--- src/rtl/simple_bus_pkg.sv ---
// Shared constants and helpers for the simple single-word request bus.
package simple_bus_pkg;

    localparam int RD_LATENCY_MAX = 4;

    function automatic int mem_depth(input int addr_w);
        return 1 << addr_w;
    endfunction

endpackage

--- src/rtl/simple_if.sv ---
// Single-word read/write request bus between one master and one slave memory.
interface simple_if #(
    parameter int ADDR_BIT_WIDTH = 2,
    parameter int DATA_BIT_WIDTH = 8
) ();

    logic [ADDR_BIT_WIDTH-1:0] addr;
    logic                      rd_req;
    logic                      wr_req;
    logic [DATA_BIT_WIDTH-1:0] wr_data;
    logic [DATA_BIT_WIDTH-1:0] rd_data;
    logic                      rd_vld;

    modport slv_port (
        input  addr, rd_req, wr_req, wr_data,
        output rd_data, rd_vld
    );

    modport mst_port (
        output addr, rd_req, wr_req, wr_data,
        input  rd_data, rd_vld
    );

endinterface

--- src/rtl/rd_lat_pipe.sv ---
// Delays a valid/data pair by DEPTH cycles; each data stage only loads on a valid
// beat, so the output data holds the last valid word between responses.
module rd_lat_pipe #(
    parameter int DEPTH          = 0,
    parameter int DATA_BIT_WIDTH = 8
) (
    input  logic                      i_clk,
    input  logic                      i_sync_rst,
    input  logic                      i_vld,
    input  logic [DATA_BIT_WIDTH-1:0] i_data,
    output logic                      o_vld,
    output logic [DATA_BIT_WIDTH-1:0] o_data
);

    generate
        if (DEPTH == 0) begin : g_bypass
            logic w_unused_clk_rst;
            assign w_unused_clk_rst = i_clk ^ i_sync_rst;
            assign o_vld  = i_vld;
            assign o_data = i_data;
        end else begin : g_shift
            logic [DEPTH-1:0]          r_vld;
            logic [DATA_BIT_WIDTH-1:0] r_data [DEPTH];

            always_ff @(posedge i_clk) begin
                if (i_sync_rst) begin
                    r_vld <= '0;
                    for (int k = 0; k < DEPTH; k++) begin
                        r_data[k] <= '0;
                    end
                end else begin
                    r_vld[0] <= i_vld;
                    if (i_vld) begin
                        r_data[0] <= i_data;
                    end
                    for (int k = 1; k < DEPTH; k++) begin
                        r_vld[k] <= r_vld[k-1];
                        if (r_vld[k-1]) begin
                            r_data[k] <= r_data[k-1];
                        end
                    end
                end
            end

            assign o_vld  = r_vld[DEPTH-1];
            assign o_data = r_data[DEPTH-1];
        end
    endgenerate

endmodule

--- src/rtl/slv_mem.sv ---
// Bus-slave memory with fixed read latency, access counters and a sticky
// protocol-error flag for simultaneous read/write requests.
module slv_mem
    import simple_bus_pkg::*;
#(
    parameter int ADDR_BIT_WIDTH = 2,
    parameter int DATA_BIT_WIDTH = 8,
    parameter int RD_LATENCY     = 1,
    parameter int CNT_BIT_WIDTH  = 16
) (
    input  logic                     i_clk,
    input  logic                     i_sync_rst,
    simple_if.slv_port               if_bus,
    output logic [CNT_BIT_WIDTH-1:0] o_wr_cnt,
    output logic [CNT_BIT_WIDTH-1:0] o_rd_cnt,
    output logic                     o_proto_err
);

    localparam int DEPTH = mem_depth(ADDR_BIT_WIDTH);

    generate
        if (RD_LATENCY < 1 || RD_LATENCY > RD_LATENCY_MAX) begin : g_bad_latency
            $error("slv_mem: RD_LATENCY must be within 1..RD_LATENCY_MAX");
        end
    endgenerate

    logic [DATA_BIT_WIDTH-1:0] r_mem [DEPTH];
    logic [CNT_BIT_WIDTH-1:0]  r_wr_cnt;
    logic [CNT_BIT_WIDTH-1:0]  r_rd_cnt;
    logic                      r_proto_err;
    logic                      r_rd_vld0;
    logic [DATA_BIT_WIDTH-1:0] r_rd_data0;
    logic                      w_rd_ok;
    logic                      w_wr_ok;
    logic                      w_pipe_vld;
    logic [DATA_BIT_WIDTH-1:0] w_pipe_data;

    // A read colliding with a write is dropped; the write still goes through.
    assign w_rd_ok = if_bus.rd_req & ~if_bus.wr_req;
    assign w_wr_ok = if_bus.wr_req;

    always_ff @(posedge i_clk) begin
        if (i_sync_rst) begin
            for (int k = 0; k < DEPTH; k++) begin
                r_mem[k] <= '0;
            end
        end else if (w_wr_ok) begin
            r_mem[if_bus.addr] <= if_bus.wr_data;
        end
    end

    always_ff @(posedge i_clk) begin
        if (i_sync_rst) begin
            r_wr_cnt    <= '0;
            r_rd_cnt    <= '0;
            r_proto_err <= 1'b0;
        end else begin
            if (w_wr_ok) begin
                r_wr_cnt <= r_wr_cnt + CNT_BIT_WIDTH'(1);
            end
            if (w_rd_ok) begin
                r_rd_cnt <= r_rd_cnt + CNT_BIT_WIDTH'(1);
            end
            if (if_bus.rd_req && if_bus.wr_req) begin
                r_proto_err <= 1'b1;
            end
        end
    end

    // First read stage; the data register holds its word until the next accepted read.
    always_ff @(posedge i_clk) begin
        if (i_sync_rst) begin
            r_rd_vld0  <= 1'b0;
            r_rd_data0 <= '0;
        end else begin
            r_rd_vld0 <= w_rd_ok;
            if (w_rd_ok) begin
                r_rd_data0 <= r_mem[if_bus.addr];
            end
        end
    end

    rd_lat_pipe #(
        .DEPTH          (RD_LATENCY - 1),
        .DATA_BIT_WIDTH (DATA_BIT_WIDTH)
    ) u_rd_lat_pipe (
        .i_clk      (i_clk),
        .i_sync_rst (i_sync_rst),
        .i_vld      (r_rd_vld0),
        .i_data     (r_rd_data0),
        .o_vld      (w_pipe_vld),
        .o_data     (w_pipe_data)
    );

    assign if_bus.rd_vld  = w_pipe_vld;
    assign if_bus.rd_data = w_pipe_data;
    assign o_wr_cnt       = r_wr_cnt;
    assign o_rd_cnt       = r_rd_cnt;
    assign o_proto_err    = r_proto_err;

endmodule

--- src/flat_wrapper.sv ---
// flat-port wrapper written by rule: the top's interface ports become plain ports
module slv_mem_flat import simple_bus_pkg::*;
#(
    parameter int ADDR_BIT_WIDTH = 2,
    parameter int DATA_BIT_WIDTH = 8,
    parameter int RD_LATENCY     = 1,
    parameter int CNT_BIT_WIDTH  = 16
)
  (i_clk, i_sync_rst, o_wr_cnt, o_rd_cnt, o_proto_err, if_bus_addr, if_bus_rd_req, if_bus_wr_req, if_bus_wr_data, if_bus_rd_data, if_bus_rd_vld);
  simple_if #(.ADDR_BIT_WIDTH(ADDR_BIT_WIDTH), .DATA_BIT_WIDTH(DATA_BIT_WIDTH)) if_bus_i ();
  input  logic i_clk;
  input  logic i_sync_rst;
  output logic [CNT_BIT_WIDTH-1:0] o_wr_cnt;
  output logic [CNT_BIT_WIDTH-1:0] o_rd_cnt;
  output logic o_proto_err;
  input wire logic [$bits(if_bus_i.addr)-1:0] if_bus_addr;
  input wire logic [$bits(if_bus_i.rd_req)-1:0] if_bus_rd_req;
  input wire logic [$bits(if_bus_i.wr_req)-1:0] if_bus_wr_req;
  input wire logic [$bits(if_bus_i.wr_data)-1:0] if_bus_wr_data;
  output wire logic [$bits(if_bus_i.rd_data)-1:0] if_bus_rd_data;
  output wire logic [$bits(if_bus_i.rd_vld)-1:0] if_bus_rd_vld;
  assign if_bus_i.addr = if_bus_addr;
  assign if_bus_i.rd_req = if_bus_rd_req;
  assign if_bus_i.wr_req = if_bus_wr_req;
  assign if_bus_i.wr_data = if_bus_wr_data;
  assign if_bus_rd_data = if_bus_i.rd_data;
  assign if_bus_rd_vld = if_bus_i.rd_vld;
  slv_mem #(.ADDR_BIT_WIDTH(ADDR_BIT_WIDTH), .DATA_BIT_WIDTH(DATA_BIT_WIDTH), .RD_LATENCY(RD_LATENCY), .CNT_BIT_WIDTH(CNT_BIT_WIDTH)) u_core (.i_clk(i_clk), .i_sync_rst(i_sync_rst), .if_bus(if_bus_i), .o_wr_cnt(o_wr_cnt), .o_rd_cnt(o_rd_cnt), .o_proto_err(o_proto_err));
endmodule
--- config.mk ---
export PLATFORM = sky130hd
export DESIGN_NAME = slv_mem_flat
export DESIGN_NICKNAME = d
export VERILOG_FILES = /design/src/rtl/simple_bus_pkg.sv /design/src/rtl/simple_if.sv /design/src/rtl/rd_lat_pipe.sv /design/src/rtl/slv_mem.sv /design/src/flat_wrapper.sv
export SDC_FILE = /design/constraint.sdc
export NUM_CORES = 1
export LEC_CHECK = 0
export CORE_MARGIN = 8
export CORE_UTILIZATION = 50
export CTS_CLUSTER_SIZE = 30
export DETAILED_ROUTE_END_ITERATION = 6
export MAX_ROUTING_LAYER = met4
export PLACE_DENSITY = 0.83
export SLEW_MARGIN = 20
export SYNTH_ARGS = -nofsm -noshare
export SYNTH_HDL_FRONTEND = slang
export SYNTH_HIERARCHICAL = 1
export SYNTH_SLANG_ARGS = --single-unit
--- constraint.sdc ---
create_clock -name i_clk -period 1.82 [get_ports i_clk]
set_input_delay 0.455 -clock i_clk [delete_from_list [all_inputs] [get_ports i_clk]]
set_output_delay 0.455 -clock i_clk [all_outputs]
set_load 0.02 [all_outputs]
==> results.tsv, run 1 <==
stage	metric	value	unit
global_routing	total gr overflow	0	
cells_and_area	share of layout cells above drive strength 1	14.9	%
floorplanning	Std-Cell Core Area	6350	µm²
drt	Via Count	2357	
setup_path	kind of critical path	flop to output port	
power	pwr dens	786	nW/µm²
synthesis	synth top area cells	edfxtp_1, dfxtp_1, and2_1	
synthesis	top_reg_cell synth	dfxtp_1	
synthesis	Synth area leader	edfxtp_1	
synthesis	Mapped Area	3280	µm²
cells_and_area	area delta synth->final	26.4	%
synthesis	yosys warns	6	
placed_design	post-detail-place hpwl	5.17	mm
drt	Final ANT Viol Nets	0	
clock_network	Worst-Skew Late Latency	330	ps
clock_network	Setup Fix Bufs, Post-CTS	0	
synthesis	Avg Cell Area, Syn	11.1	µm²
setup_path	Crit path largest cell delay	630	ps
synthesis	dominant cell by count in the synthesized netlist	dfxtp_1	
sta	fin. max-slew vios	0	
setup_path	CP max stage cell	clkdlybuf4s50_1	
floorplanning	die area	9410	µm²
synthesis	syn nets	311	
global_routing	largest net degree at the start of global routing	18	
clock_network	Max Root-Sink Buffers	2	
clock_network	Hold Buf Count CTS	0	
clock_network	clk sinks	74	
floorplanning	Starting Density	51.7	%
synthesis	Yosys top cell area share	29.3	%
synthesis	asr flop ratio synth	0	%
clock_network	Root Driver	clkbuf_8	
setup_path	crit-path leading delay family	buffers and inverters	
min_path	worst hold path type	flop to flop	
cells_and_area	final net count	380	
clock_network	CTS resizes	24	
sta	Setup violations, final	0	
setup_path	cells on worst reg2reg path	4	
setup_path	Critical Path Source	u_core/o_proto_err	
drt	DRC Markers	0	
cells_and_area	ANT cells	0	
synthesis	gate count of the mapped netlist	295	
power	Worst VDD drop	0.000402	V
sta	clock period minus worst slack	1750	ps
floorplanning	Die Span X	97.0	µm
clock_network	CTS tree	built	
global_routing	overall routing resource usage	15.7	%
floorplanning	row count	29	
setup_path	Reg2Reg Launch Point	u_core/o_wr_cnt[0]	
setup_path	WP data arrival	1300	ps
placed_design	routability cong.	0.809	
global_routing	vias in the first global route	2406	
synthesis	count of cell types in the netlist	40	
sta	Slew @ Worst Pin	551	ps
setup_path	Reg2Reg Setup Slack	170	ps
power	Power Total	3.26	mW
setup_path	worst reg2reg endpoint	u_core/o_wr_cnt[15]	
setup_path	cell breakdown of the critical path	clkdlybuf4s50_1	
synthesis	Post-synth top cells	dfxtp_1, and2_1, edfxtp_1	
setup_path	CP Launch Type	flop	
drt	routed wire length	7.16	mm
setup_path	worst setup path end	o_proto_err	
clock_network	Clock transition at path regs	70	ps
drt	DRT iter0 DRCs	128	
drt	1st-pass router iterations	4	
drt	Vias/cell	5.30	
sta	Rel. slew slack	63.2	%
placed_design	port bufs	55	
global_routing	global-route wire length before repair	11.8	mm
global_routing	initial antenna violation count	0	
power	Pleak	1.74	nW
drt	wire per inst	16.1	µm
floorplanning	io pins	56	
run_status	status	completed	
sta	Tcrit/Tclk final	96.2	%
sta	clk_skew	6.98	ps
floorplanning	Die Y-Extent	97.0	µm
setup_path	CP Depth	1	
setup_path	Crit. End Element	output port	
synthesis	number of synthesized flops with an enable pin	32	
clock_network	CTS H-tree depth	3	
sta	RSZ-0062 raised after global routing	false	
sta	f_max	571	MHz
synthesis	synthesized flop and latch total	74	
sta	TNS Setup	0	ps
clock_network	Num CTS Buffers	9	
synthesis	sequential fraction of the synthesis area	54.9	%
setup_path	Crit Path Max Fanout	2	
setup_path	Req. time, crit path	1360	ps
flow_run	Max-Cap Viols	0	
setup_path	Crit path buffers/inverters	1	
sta	Hold Violations, Final	0	
layer usage:
metal / part of all wire (%) / vias to the layer above / GRT usage (%) / routed length, µm
met5: 0 / - / - / 0
met4: 1.3 / 0 / 8.17 / 94
met3: 4.0 / 6 / 3.27 / 284
met2: 53 / 49 / 26.3 / 3770
met1: 42 / 1150 / 17.3 / 3010
li1: - / 1152 / - / -
placed cells by master (no fill, tap or decap), drive strengths merged, types with 2 or more instances in the layout:
cell and instances:
and3 3, mux4 8, o21ai 2, buf 22, a31o 2, or3 3, or2 3, nor2 30
nand2b 3, a21oi 15, or4 2, and2 32, xor2 10, mux2 2, inv 6, clkbuf 15
nand2 28, nor2b 4, dfxtp 42, nand3 4, nor4 8, nor3 5, xnor2 13, nand4 9
dlymetal6s2s 7, edfxtp 32, clkdlybuf4s50 24, ha 2, nor3b 2, dlygate4sd2 24, o31ai 2
report_power, final:
| part | internal, mW | switching [mW] |
|---|---|---|
| registers | 1.81 | 0.0321 |
| logic | 0.138 | 0.143 |
| clock network | 0.603 | 0.539 |
registers in the layout, summed over array words and instances, names as in the netlist:
signal / cells
u_core/r_mem: 32
u_core/o_rd_cnt: 16
u_core/o_wr_cnt: 16
u_core/r_rd_data0: 8
u_core/o_proto_err: 1
u_core/r_rd_vld0: 1
area by class of cell:
type	instances	area, µm²
Fill cell	470	2200
Sequential cell	74	1800
Multi-Input combinational cell	196	1350
Timing Repair Buffer	77	703
Clock buffer	15	176
Tap cell	77	96.3
Inverter	6	22.5
metrics by stage:
stage / instances / cell area [µm²] / worst slack, ps / hold slack (ps) / util [%]
3_3_place_gp: 430 / 3990 / -369 / 446 / 62.8
5_1_grt: 445 / 4150 / 3.48 / 495 / 65.3
6_report: 445 / 4150 / 69.1 / 459 / 65.3
4_1_cts: 445 / 4130 / 1.63 / 467 / 65.1
3_5_place_dp: 430 / 3990 / -430 / 457 / 62.8
2_1_floorplan: 295 / 3280 / 153 / 437 / -
logic make-up after synthesis:
| group | count (synthesis) | share of synthesized area [%] |
|---|---|---|
| AND/OR/NAND/NOR | 139 | 24.0 |
| flip-flops | 74 | 54.9 |
| buffers and inverters | 25 | 4.00 |
| XOR/XNOR | 23 | 6.14 |
| AO/OA/AOI/OAI | 21 | 3.58 |
| multiplexers | 11 | 6.60 |
| adder cells (fa/ha/maj) | 2 | 0.762 |
worst min-delay path by stage:
| stage | from | end | cells after the start | slack (ps) |
|---|---|---|---|---|
| 6_report | u_core/r_rd_data0[1] | u_core/r_rd_data0[1] | 2 | 460 |
| 4_1_cts | u_core/r_rd_data0[1] | u_core/r_rd_data0[1] | 2 | 470 |
| 5_1_grt | u_core/r_rd_data0[1] | u_core/r_rd_data0[1] | 2 | 490 |
| 3_5_place_dp | u_core/r_rd_data0[0] | u_core/r_rd_data0[0] | 2 | 460 |
| 2_1_floorplan | u_core/r_rd_data0[0] | u_core/r_rd_data0[0] | 2 | 440 |
| 3_3_place_gp | u_core/r_rd_data0[0] | u_core/r_rd_data0[0] | 2 | 450 |
No activity file was read; power rests on OpenSTA's default activity.
==> inputs of run 2 (changes only) <==
--- a/config.mk
+++ b/config.mk
@@ -9,6 +9,7 @@
 export CORE_UTILIZATION = 50
 export CTS_CLUSTER_SIZE = 30
 export DETAILED_ROUTE_END_ITERATION = 6
+export GPL_TIMING_DRIVEN = 1
 export MAX_ROUTING_LAYER = met4
 export PLACE_DENSITY = 0.83
 export SLEW_MARGIN = 20
==> results of run 2 <==
The final DEF is identical to that of run 1; final timing and power are the same.
